`config.mk`:
```
export PLATFORM = sky130hd
export DESIGN_NAME = alu_seq
export DESIGN_NICKNAME = d
export VERILOG_FILES = /design/src/rtl/alu_pkg.sv /design/src/rtl/alu_shift_unit.sv /design/src/rtl/alu_seq.sv
export SDC_FILE = /design/constraint.sdc
export NUM_CORES = 1
export LEC_CHECK = 0
export CAP_MARGIN = 15
export CORE_MARGIN = 5
export CORE_UTILIZATION = 44
export CTS_BUF_LIST = sky130_fd_sc_hd__clkbuf_8 sky130_fd_sc_hd__clkbuf_16
export DETAILED_ROUTE_END_ITERATION = 10
export MAX_ROUTING_LAYER = met4
export PLACE_DENSITY = 0.67
export SLEW_MARGIN = 10
export SYNTH_ARGS = -nofsm -noshare
export SYNTH_HDL_FRONTEND = slang
export SYNTH_SLANG_ARGS = --single-unit
```
`constraint.sdc`:
```
create_clock -name clk -period 2.8 [get_ports clk]
set_input_delay 0.84 -clock clk [delete_from_list [all_inputs] [get_ports clk]]
set_output_delay 0.84 -clock clk [all_outputs]
set_load 0.005 [all_outputs]
```
`src/rtl/alu_pkg.sv`:
```
// Shared encodings, flag positions and type definitions for the sequential ALU.
// The opcode decoder lives here so the top and any future stage agree on op classes.
package alu_pkg;

   // Primary opcodes; OP_RR selects the register-register group keyed by opext.
   localparam logic [3:0] OP_RR    = 4'b0000;
   localparam logic [3:0] OP_ADDI  = 4'b0101;
   localparam logic [3:0] OP_ADDUI = 4'b0110;
   localparam logic [3:0] OP_ADDCI = 4'b0111;
   localparam logic [3:0] OP_LSHI  = 4'b1000;
   localparam logic [3:0] OP_SUBI  = 4'b1001;
   localparam logic [3:0] OP_GRP_A = 4'b1010;
   localparam logic [3:0] OP_CMPI  = 4'b1011;
   localparam logic [3:0] OP_MOVI  = 4'b1101;
   localparam logic [3:0] OP_RSHI  = 4'b1110;

   localparam logic [3:0] OPX_AND  = 4'b0001;
   localparam logic [3:0] OPX_OR   = 4'b0010;
   localparam logic [3:0] OPX_XOR  = 4'b0011;
   localparam logic [3:0] OPX_ADD  = 4'b0101;
   localparam logic [3:0] OPX_ADDU = 4'b0110;
   localparam logic [3:0] OPX_ADDC = 4'b0111;
   localparam logic [3:0] OPX_SUB  = 4'b1001;
   localparam logic [3:0] OPX_CMP  = 4'b1011;
   localparam logic [3:0] OPX_MOV  = 4'b1101;
   localparam logic [3:0] OPX_RSH  = 4'b1110;

   // Extensions under OP_GRP_A
   localparam logic [3:0] OPX_ALSH = 4'b0001;
   localparam logic [3:0] OPX_NOT  = 4'b0011;
   localparam logic [3:0] OPX_ARSH = 4'b0100;

   localparam int FLG_C = 4;
   localparam int FLG_L = 3;
   localparam int FLG_F = 2;
   localparam int FLG_Z = 1;
   localparam int FLG_N = 0;

   typedef enum logic {ST_IDLE, ST_SHIFT} state_e;

   typedef enum logic [3:0] {
      K_NOP, K_ADD, K_ADDU, K_ADDC, K_SUB, K_CMP, K_AND, K_OR,
      K_XOR, K_NOT, K_MOV, K_LSH, K_RSH, K_ARSH, K_ALSH
   } op_kind_e;

   typedef enum logic [1:0] {SH_LEFT, SH_RIGHT, SH_ARITH} shift_mode_e;

   function automatic op_kind_e decode_op(input logic [3:0] op, input logic [3:0] ext);
      op_kind_e k;
      k = K_NOP;
      case (op)
         OP_RR: begin
            case (ext)
               OPX_AND:  k = K_AND;
               OPX_OR:   k = K_OR;
               OPX_XOR:  k = K_XOR;
               OPX_ADD:  k = K_ADD;
               OPX_ADDU: k = K_ADDU;
               OPX_ADDC: k = K_ADDC;
               OPX_SUB:  k = K_SUB;
               OPX_CMP:  k = K_CMP;
               OPX_MOV:  k = K_MOV;
               OPX_RSH:  k = K_RSH;
               default:  k = K_NOP;
            endcase
         end
         OP_GRP_A: begin
            case (ext)
               OPX_ALSH: k = K_ALSH;
               OPX_NOT:  k = K_NOT;
               OPX_ARSH: k = K_ARSH;
               default:  k = K_NOP;
            endcase
         end
         OP_ADDI:  k = K_ADD;
         OP_ADDUI: k = K_ADDU;
         OP_ADDCI: k = K_ADDC;
         OP_LSHI:  k = K_LSH;
         OP_SUBI:  k = K_SUB;
         OP_CMPI:  k = K_CMP;
         OP_MOVI:  k = K_MOV;
         OP_RSHI:  k = K_RSH;
         default:  k = K_NOP;
      endcase
      return k;
   endfunction

endpackage

```
`src/rtl/alu_shift_unit.sv`:
```
// Iterative shifter: loads an operand and a magnitude, moves up to SHIFT_STEP bits
// per cycle, then holds done until the owner acknowledges the result.
module alu_shift_unit
   import alu_pkg::*;
#(
   parameter int WIDTH      = 16,
   parameter int SHIFT_STEP = 1
) (
   input  logic                         clk,
   input  logic                         rst_n,
   input  logic                         start,
   input  logic                         ack,
   input  logic [WIDTH-1:0]             a,
   input  logic [$clog2(WIDTH):0]       mag,
   input  shift_mode_e                  mode,
   output logic [WIDTH-1:0]             result,
   output logic                         done
);

   localparam int SHAMT_W = $clog2(WIDTH) + 1;
   localparam logic [SHAMT_W-1:0] STEP_MAX = SHAMT_W'(SHIFT_STEP);

   logic                running;
   logic [WIDTH-1:0]    work;
   logic [SHAMT_W-1:0]  rem;
   shift_mode_e         mode_q;
   logic [SHAMT_W-1:0]  step;
   logic [WIDTH-1:0]    shifted;

   // The final partial step only moves what is left.
   always_comb begin
      step    = (rem < STEP_MAX) ? rem : STEP_MAX;
      shifted = work;
      case (mode_q)
         SH_LEFT:  shifted = work << step;
         SH_RIGHT: shifted = work >> step;
         SH_ARITH: shifted = $unsigned($signed(work) >>> step);
         default:  shifted = work;
      endcase
   end

   always_ff @(posedge clk or negedge rst_n) begin
      if (!rst_n) begin
         running <= 1'b0;
         work    <= '0;
         rem     <= '0;
         mode_q  <= SH_LEFT;
      end else if (start) begin
         running <= 1'b1;
         work    <= a;
         rem     <= mag;
         mode_q  <= mode;
      end else if (running) begin
         if (rem != '0) begin
            work <= shifted;
            rem  <= rem - step;
         end else if (ack) begin
            running <= 1'b0;
         end
      end
   end

   assign result = work;
   assign done   = running && (rem == '0);

endmodule

```
`src/rtl/alu_seq.sv`:
```
// Registered ALU with valid/ready on both sides, a persistent CLFZN flag register
// and multi-cycle variable shifts delegated to alu_shift_unit.
module alu_seq
   import alu_pkg::*;
#(
   parameter int WIDTH      = 16,
   parameter int SHIFT_STEP = 1
) (
   input  logic             clk,
   input  logic             rst_n,
   input  logic             in_valid,
   output logic             in_ready,
   input  logic [WIDTH-1:0] a,
   input  logic [WIDTH-1:0] b,
   input  logic [3:0]       opcode,
   input  logic [3:0]       opext,
   output logic             out_valid,
   input  logic             out_ready,
   output logic [WIDTH-1:0] s,
   output logic [4:0]       clfzn
);

   localparam int SHAMT_W = $clog2(WIDTH) + 1;
   localparam logic [SHAMT_W-1:0] SH_MAX = SHAMT_W'(WIDTH);

   // |k| clipped to WIDTH; the most negative k maps to its true magnitude as unsigned.
   function automatic logic [SHAMT_W-1:0] shift_mag(input logic signed [SHAMT_W-1:0] k);
      logic [SHAMT_W-1:0] m;
      m = k[SHAMT_W-1] ? $unsigned(-k) : $unsigned(k);
      if (m > SH_MAX) m = SH_MAX;
      return m;
   endfunction

   function automatic logic add_overflow(input logic sa, input logic sb, input logic sr);
      return (sa == sb) && (sr != sa);
   endfunction

   state_e                    state, state_n;
   op_kind_e                  kind;
   logic                      accept;
   logic                      is_shift;
   logic                      shift_start;
   logic                      sh_ack;
   logic                      sh_done;
   logic [WIDTH-1:0]          sh_result;
   shift_mode_e               sh_mode;
   logic signed [SHAMT_W-1:0] sh_k;
   logic [SHAMT_W-1:0]        sh_mag;
   logic                      cin;
   logic [WIDTH:0]            sum;
   logic [WIDTH:0]            diff;
   logic signed [WIDTH-1:0]   a_sgn, b_sgn;
   logic [WIDTH-1:0]          alu_s;
   logic [4:0]                flags_n;

   assign kind     = decode_op(opcode, opext);
   assign is_shift = (kind == K_LSH) || (kind == K_RSH) || (kind == K_ARSH) || (kind == K_ALSH);
   assign sh_k     = b[SHAMT_W-1:0];
   assign sh_mag   = shift_mag(sh_k);
   assign a_sgn    = a;
   assign b_sgn    = b;

   always_comb begin
      sh_mode = SH_LEFT;
      case (kind)
         K_LSH:   sh_mode = sh_k[SHAMT_W-1] ? SH_RIGHT : SH_LEFT;
         K_RSH:   sh_mode = SH_RIGHT;
         K_ARSH:  sh_mode = SH_ARITH;
         default: sh_mode = SH_LEFT;
      endcase
   end

   // Handshake FSM
   always_ff @(posedge clk or negedge rst_n) begin
      if (!rst_n) state <= ST_IDLE;
      else        state <= state_n;
   end

   always_comb begin
      state_n     = state;
      in_ready    = (state == ST_IDLE) && (!out_valid || out_ready);
      accept      = in_valid && in_ready;
      shift_start = accept && is_shift && (sh_mag != '0);
      sh_ack      = (state == ST_SHIFT) && sh_done && (!out_valid || out_ready);
      case (state)
         ST_IDLE:  if (shift_start) state_n = ST_SHIFT;
         ST_SHIFT: if (sh_ack) state_n = ST_IDLE;
         default:  state_n = ST_IDLE;
      endcase
   end

   alu_shift_unit #(
      .WIDTH      (WIDTH),
      .SHIFT_STEP (SHIFT_STEP)
   ) u_shift (
      .clk    (clk),
      .rst_n  (rst_n),
      .start  (shift_start),
      .ack    (sh_ack),
      .a      (a),
      .mag    (sh_mag),
      .mode   (sh_mode),
      .result (sh_result),
      .done   (sh_done)
   );

   // Combinational arithmetic and next flags
   always_comb begin
      cin     = (kind == K_ADDC) ? clfzn[FLG_C] : 1'b0;
      sum     = {1'b0, a} + {1'b0, b} + {{WIDTH{1'b0}}, cin};
      diff    = {1'b0, a} - {1'b0, b};
      alu_s   = '0;
      flags_n = clfzn;
      case (kind)
         K_ADD: begin
            alu_s          = sum[WIDTH-1:0];
            flags_n[FLG_F] = add_overflow(a[WIDTH-1], b[WIDTH-1], sum[WIDTH-1]);
            flags_n[FLG_Z] = (sum[WIDTH-1:0] == '0);
         end
         K_ADDU: begin
            alu_s          = sum[WIDTH-1:0];
            flags_n[FLG_C] = sum[WIDTH];
            flags_n[FLG_Z] = (sum[WIDTH-1:0] == '0);
         end
         K_ADDC: begin
            alu_s          = sum[WIDTH-1:0];
            flags_n[FLG_C] = sum[WIDTH];
            flags_n[FLG_F] = add_overflow(a[WIDTH-1], b[WIDTH-1], sum[WIDTH-1]);
            flags_n[FLG_Z] = (sum[WIDTH-1:0] == '0);
         end
         K_SUB: begin
            alu_s          = diff[WIDTH-1:0];
            flags_n[FLG_C] = diff[WIDTH];
            flags_n[FLG_F] = (a[WIDTH-1] != b[WIDTH-1]) && (diff[WIDTH-1] != a[WIDTH-1]);
            flags_n[FLG_Z] = (diff[WIDTH-1:0] == '0);
         end
         K_CMP: begin
            alu_s          = s;
            flags_n[FLG_Z] = (a == b);
            flags_n[FLG_L] = (a < b);
            flags_n[FLG_N] = (a_sgn < b_sgn);
         end
         K_AND:  alu_s = a & b;
         K_OR:   alu_s = a | b;
         K_XOR:  alu_s = a ^ b;
         K_NOT:  alu_s = ~a;
         K_MOV:  alu_s = b;
         K_LSH, K_RSH, K_ARSH, K_ALSH: alu_s = a;
         default: alu_s = '0;
      endcase
   end

   // Result and flag registers
   always_ff @(posedge clk or negedge rst_n) begin
      if (!rst_n) begin
         s         <= '0;
         out_valid <= 1'b0;
         clfzn     <= '0;
      end else if (accept && !shift_start) begin
         s         <= alu_s;
         out_valid <= 1'b1;
         clfzn     <= flags_n;
      end else if (shift_start) begin
         out_valid <= 1'b0;
      end else if (sh_ack) begin
         s         <= sh_result;
         out_valid <= 1'b1;
      end else if (out_ready) begin
         out_valid <= 1'b0;
      end
   end

endmodule
```
==> run_results.csv <==
group,metric,value,unit
run_status,status,"complete, but fails checks",
run_status,violations,"negative setup slack",
logic_synthesis,synth_edf_count,0,
clock_tree,clock-root-buffer,"clkbuf_16",
logic_synthesis,synth_flop_cell,"dfrtp_1",
clock_tree,ctsHtreeMaxLevel,2,
drt,drt_iter0_markers,788,
final_layout,final_cell_area,10100,µm²
critical_path,crit_type,"input pin to flip-flop",
floorplanning,boundaryPins,67,
logic_synthesis,async_flop_share,100.0,%
global_route,grt_pass1_vias,7820,
drt,first_pass_iters,5,
global_route,grt_usage,33.41,%
global_route,grt_pass1_wl,41.35,mm
drt,drtAntennaViolNets,0,
logic_synthesis,synthTopCellsByCount,"82 x nor2_1, 76 x a21oi_1, 58 x ha_1",
power,power.leakage,0.004629,µW
timing,max_freq,249.9,MHz
final_layout,layout-drive-gt1-share,46.23,%
timing,worstMarginPinSlew,0.6085,ns
logic_synthesis,postSynthCellCount,778,
clock_tree,clk_pin_slew,0.08,ns
floorplanning,die_width,125.3,µm
critical_path,rr_startpoint,"clfzn[4]",
drt,avgViaCountPerCell,6.042,
floorplanning,die_h,125.3,µm
power,pwr_density_cell,582.1,nW/µm²
logic_synthesis,syn_area,5848,µm²
logic_synthesis,syn_avg_cell_area,7.517,µm²
timing,min_period,4.002,ns
timing,setup_viol_count_final,44,
floorplanning,die-area,15700,µm²
timing,hold_violations,0,
logic_synthesis,synth_warnings,0,
logic_synthesis,synth_area_leaders,"dfrtp_1 20%, ha_1 12%, a21oi_1 6.5%",
drt,wl,26.33,mm
clock_tree,insertion_delay,0.31,ns
logic_synthesis,synth_top_area_cell,"dfrtp_1",
logic_synthesis,yosysMostFrequentCell,"nor2_1",
final_layout,nNetsFinal,1205,
clock_tree,ctsHoldBuffers,0,
hold_path,hold_path_class,"input pin to asynchronous set/reset pin",
critical_path,crit_start,"opext[1]",
drt,vias,7716,
logic_synthesis,synth_cell_types,76,
placement,place_area,8648,µm²
run,max_cap_viol_count,0,
logic_synthesis,synth_seq_area_share,20.11,%
power,peakVddDrop,0.4308,mV
placement,dp_hpwl,19.00,mm
global_route,grt_start_max_net_pins,38,
timing,maxSlewViolCount,0,
timing,slew_headroom,58.92,%
clock_tree,tritoncts,"built",
floorplanning,core_area,13140,µm²
clock_tree,clock_path_buffers,2,
logic_synthesis,syn_nets,883,
drt,avgRoutedWirePerCell,20.62,µm
timing,rsz0062_at_grt,"yes",
timing,skew,0.009255,ns
final_layout,fill_cells,913,
critical_path,crit_arrival,4.20,ns
final_layout,area_growth,72.64,%
floorplanning,initial_utilization,44.51,%
placement,pre_cts_slack,-2.155,ns
placement,io_buffers,66,
critical_path,start_kind,"input pin",
global_route,grt-ovfl-total,0,
logic_synthesis,yosys.area.top_type_share,20.11,%
placement,place.gp.congestion,1.065,
drt,drc,0,
global_route,antenna_found_initial,0,
clock_tree,clock_sinks,47,
final_layout,antenna_cells,0,
critical_path,rrSetupSlack,-0.07,ns
clock_tree,cts_made_buffers,5,
logic_synthesis,ys_ff_latch,47,
critical_path,endpoint_kind,"flip-flop",
timing,min_period_over_period,142.9,%
floorplanning,rows,42,
final_layout,utilization,76.85,%
critical_path,path_max_fanout,4,
timing,worst_slack,-1.202,ns
critical_path,crit_required,3.00,ns
-- report_power, final --
part,switching (µW),internal (µW),leakage (µW)
clock,307,510,0.0000952
sequential,300,1020,0.000588
combinational,1930,1810,0.00395
total,2540,3340,0.00463
-- layout by cell type (no fill, tap or decap), drive strengths merged, types with 7 or more instances in the layout --
master and count:
nand3 18, o211ai 7, nor3 14, inv 58, nand2 44, a22oi 14, buf 309, a221oi 13
or4 8, a211o 7, and3 15, a21oi 76, a31oi 10, o22ai 8, nor4 8, clkdlybuf4s50 33
nand2b 11, a211oi 21, a21o 9, nor2 83, o21ai 66, dfrtp 47, clkbuf 12, ha 58
mux2i 10, xnor2 27
-- stage by stage --
step / hold WS, ns / power (µW) / setup TNS (ns) / std cells
finish: 0.3825 / 5877 / -24.39 / 1277
floorplan: 0.4713 / 3053 / -24.08 / 778
CTS: 0.3921 / 5605 / -27.46 / 1267
global placement: 0.4605 / 4410 / -63.27 / 1226
detailed placement: 0.4748 / 4501 / -66.09 / 1226
global route: 0.4017 / 6205 / -29.22 / 1277
-- final cells by class --
type | instances | area (µm²) | share of cell area [%]
inverters | 58 | 237.7 | 2.355
multi-input cells | 625 | 5215 | 51.65
clock buffers | 5 | 125.1 | 1.239
clock inverters | 3 | 63.81 | 0.6321
repair buffers | 363 | 3058 | 30.29
well taps | 176 | 220.2 | 2.181
flip-flops and latches | 47 | 1176 | 11.65
-- path summary, 6_finish.rpt --
check                               endpoint  cells after the start
min in group clk                    clfzn[3]                      1
min                           u_shift.rem[0]                      1
min reg2reg                         clfzn[3]                      1
max reg2reg                             s[9]                     14
max in group asynchronous  u_shift.result[7]                      2
max                                     s[9]                     20
-- cells by family (layout without fill, tap and decap cells) --
family	count (synthesis)	after routing	share of synthesized area, %
AND/OR/NAND/NOR	236	236	20.09
multiplexers	10	10	1.712
XOR/XNOR	32	32	4.792
AO/OA/AOI/OAI	286	286	32.54
buffers and inverters	106	429	7.317
adder cells (fa/ha/maj)	61	61	13.44
flip-flops	47	47	20.11
-- routing by layer --
metal  vias to the layer above  track usage (%)  part of all wire (%)
met4                         0            11.10                   3.9
met1                      3720            42.31                    40
li1                       3496                -                     -
met2                       416            55.77                    48
met5                         -                -                     0
met3                        84            3.795                   7.6
-- what timing repair did --
item	CTS	global route
gates resized for setup	223	82
endpoints found under the hold margin	0	0
gates cloned	4	0
endpoints found under the setup margin	48	47
pin swaps	71	72
setup buffers	30	14
-- flip-flops by register name (all words and copies together), names as in the netlist --
name	flops
s	16
u_shift.result	16
clfzn	5
u_shift.rem	5
u_shift.mode_q	2
out_valid	1
state	1
u_shift.running	1
-- critical path, stage by stage --
cell and delay [ns]:
buf_12 0.12, inv_12 0.05, ha_4 0.13, or3b_4 0.40
nand3b_1 0.14, a32oi_2 0.15, nand3_4 0.13, nor2_4 0.04
fa_2 0.34, a21o_1 0.22, a41oi_2 0.17, nand3_2 0.13
buf_6 0.15, buf_6 0.11, a31o_4 0.21, a21oi_2 0.12
xnor2_1 0.09, a22oi_1 0.19, a31oi_2 0.15, a211o_1 0.30
Power figures use the tool's default switching activity.
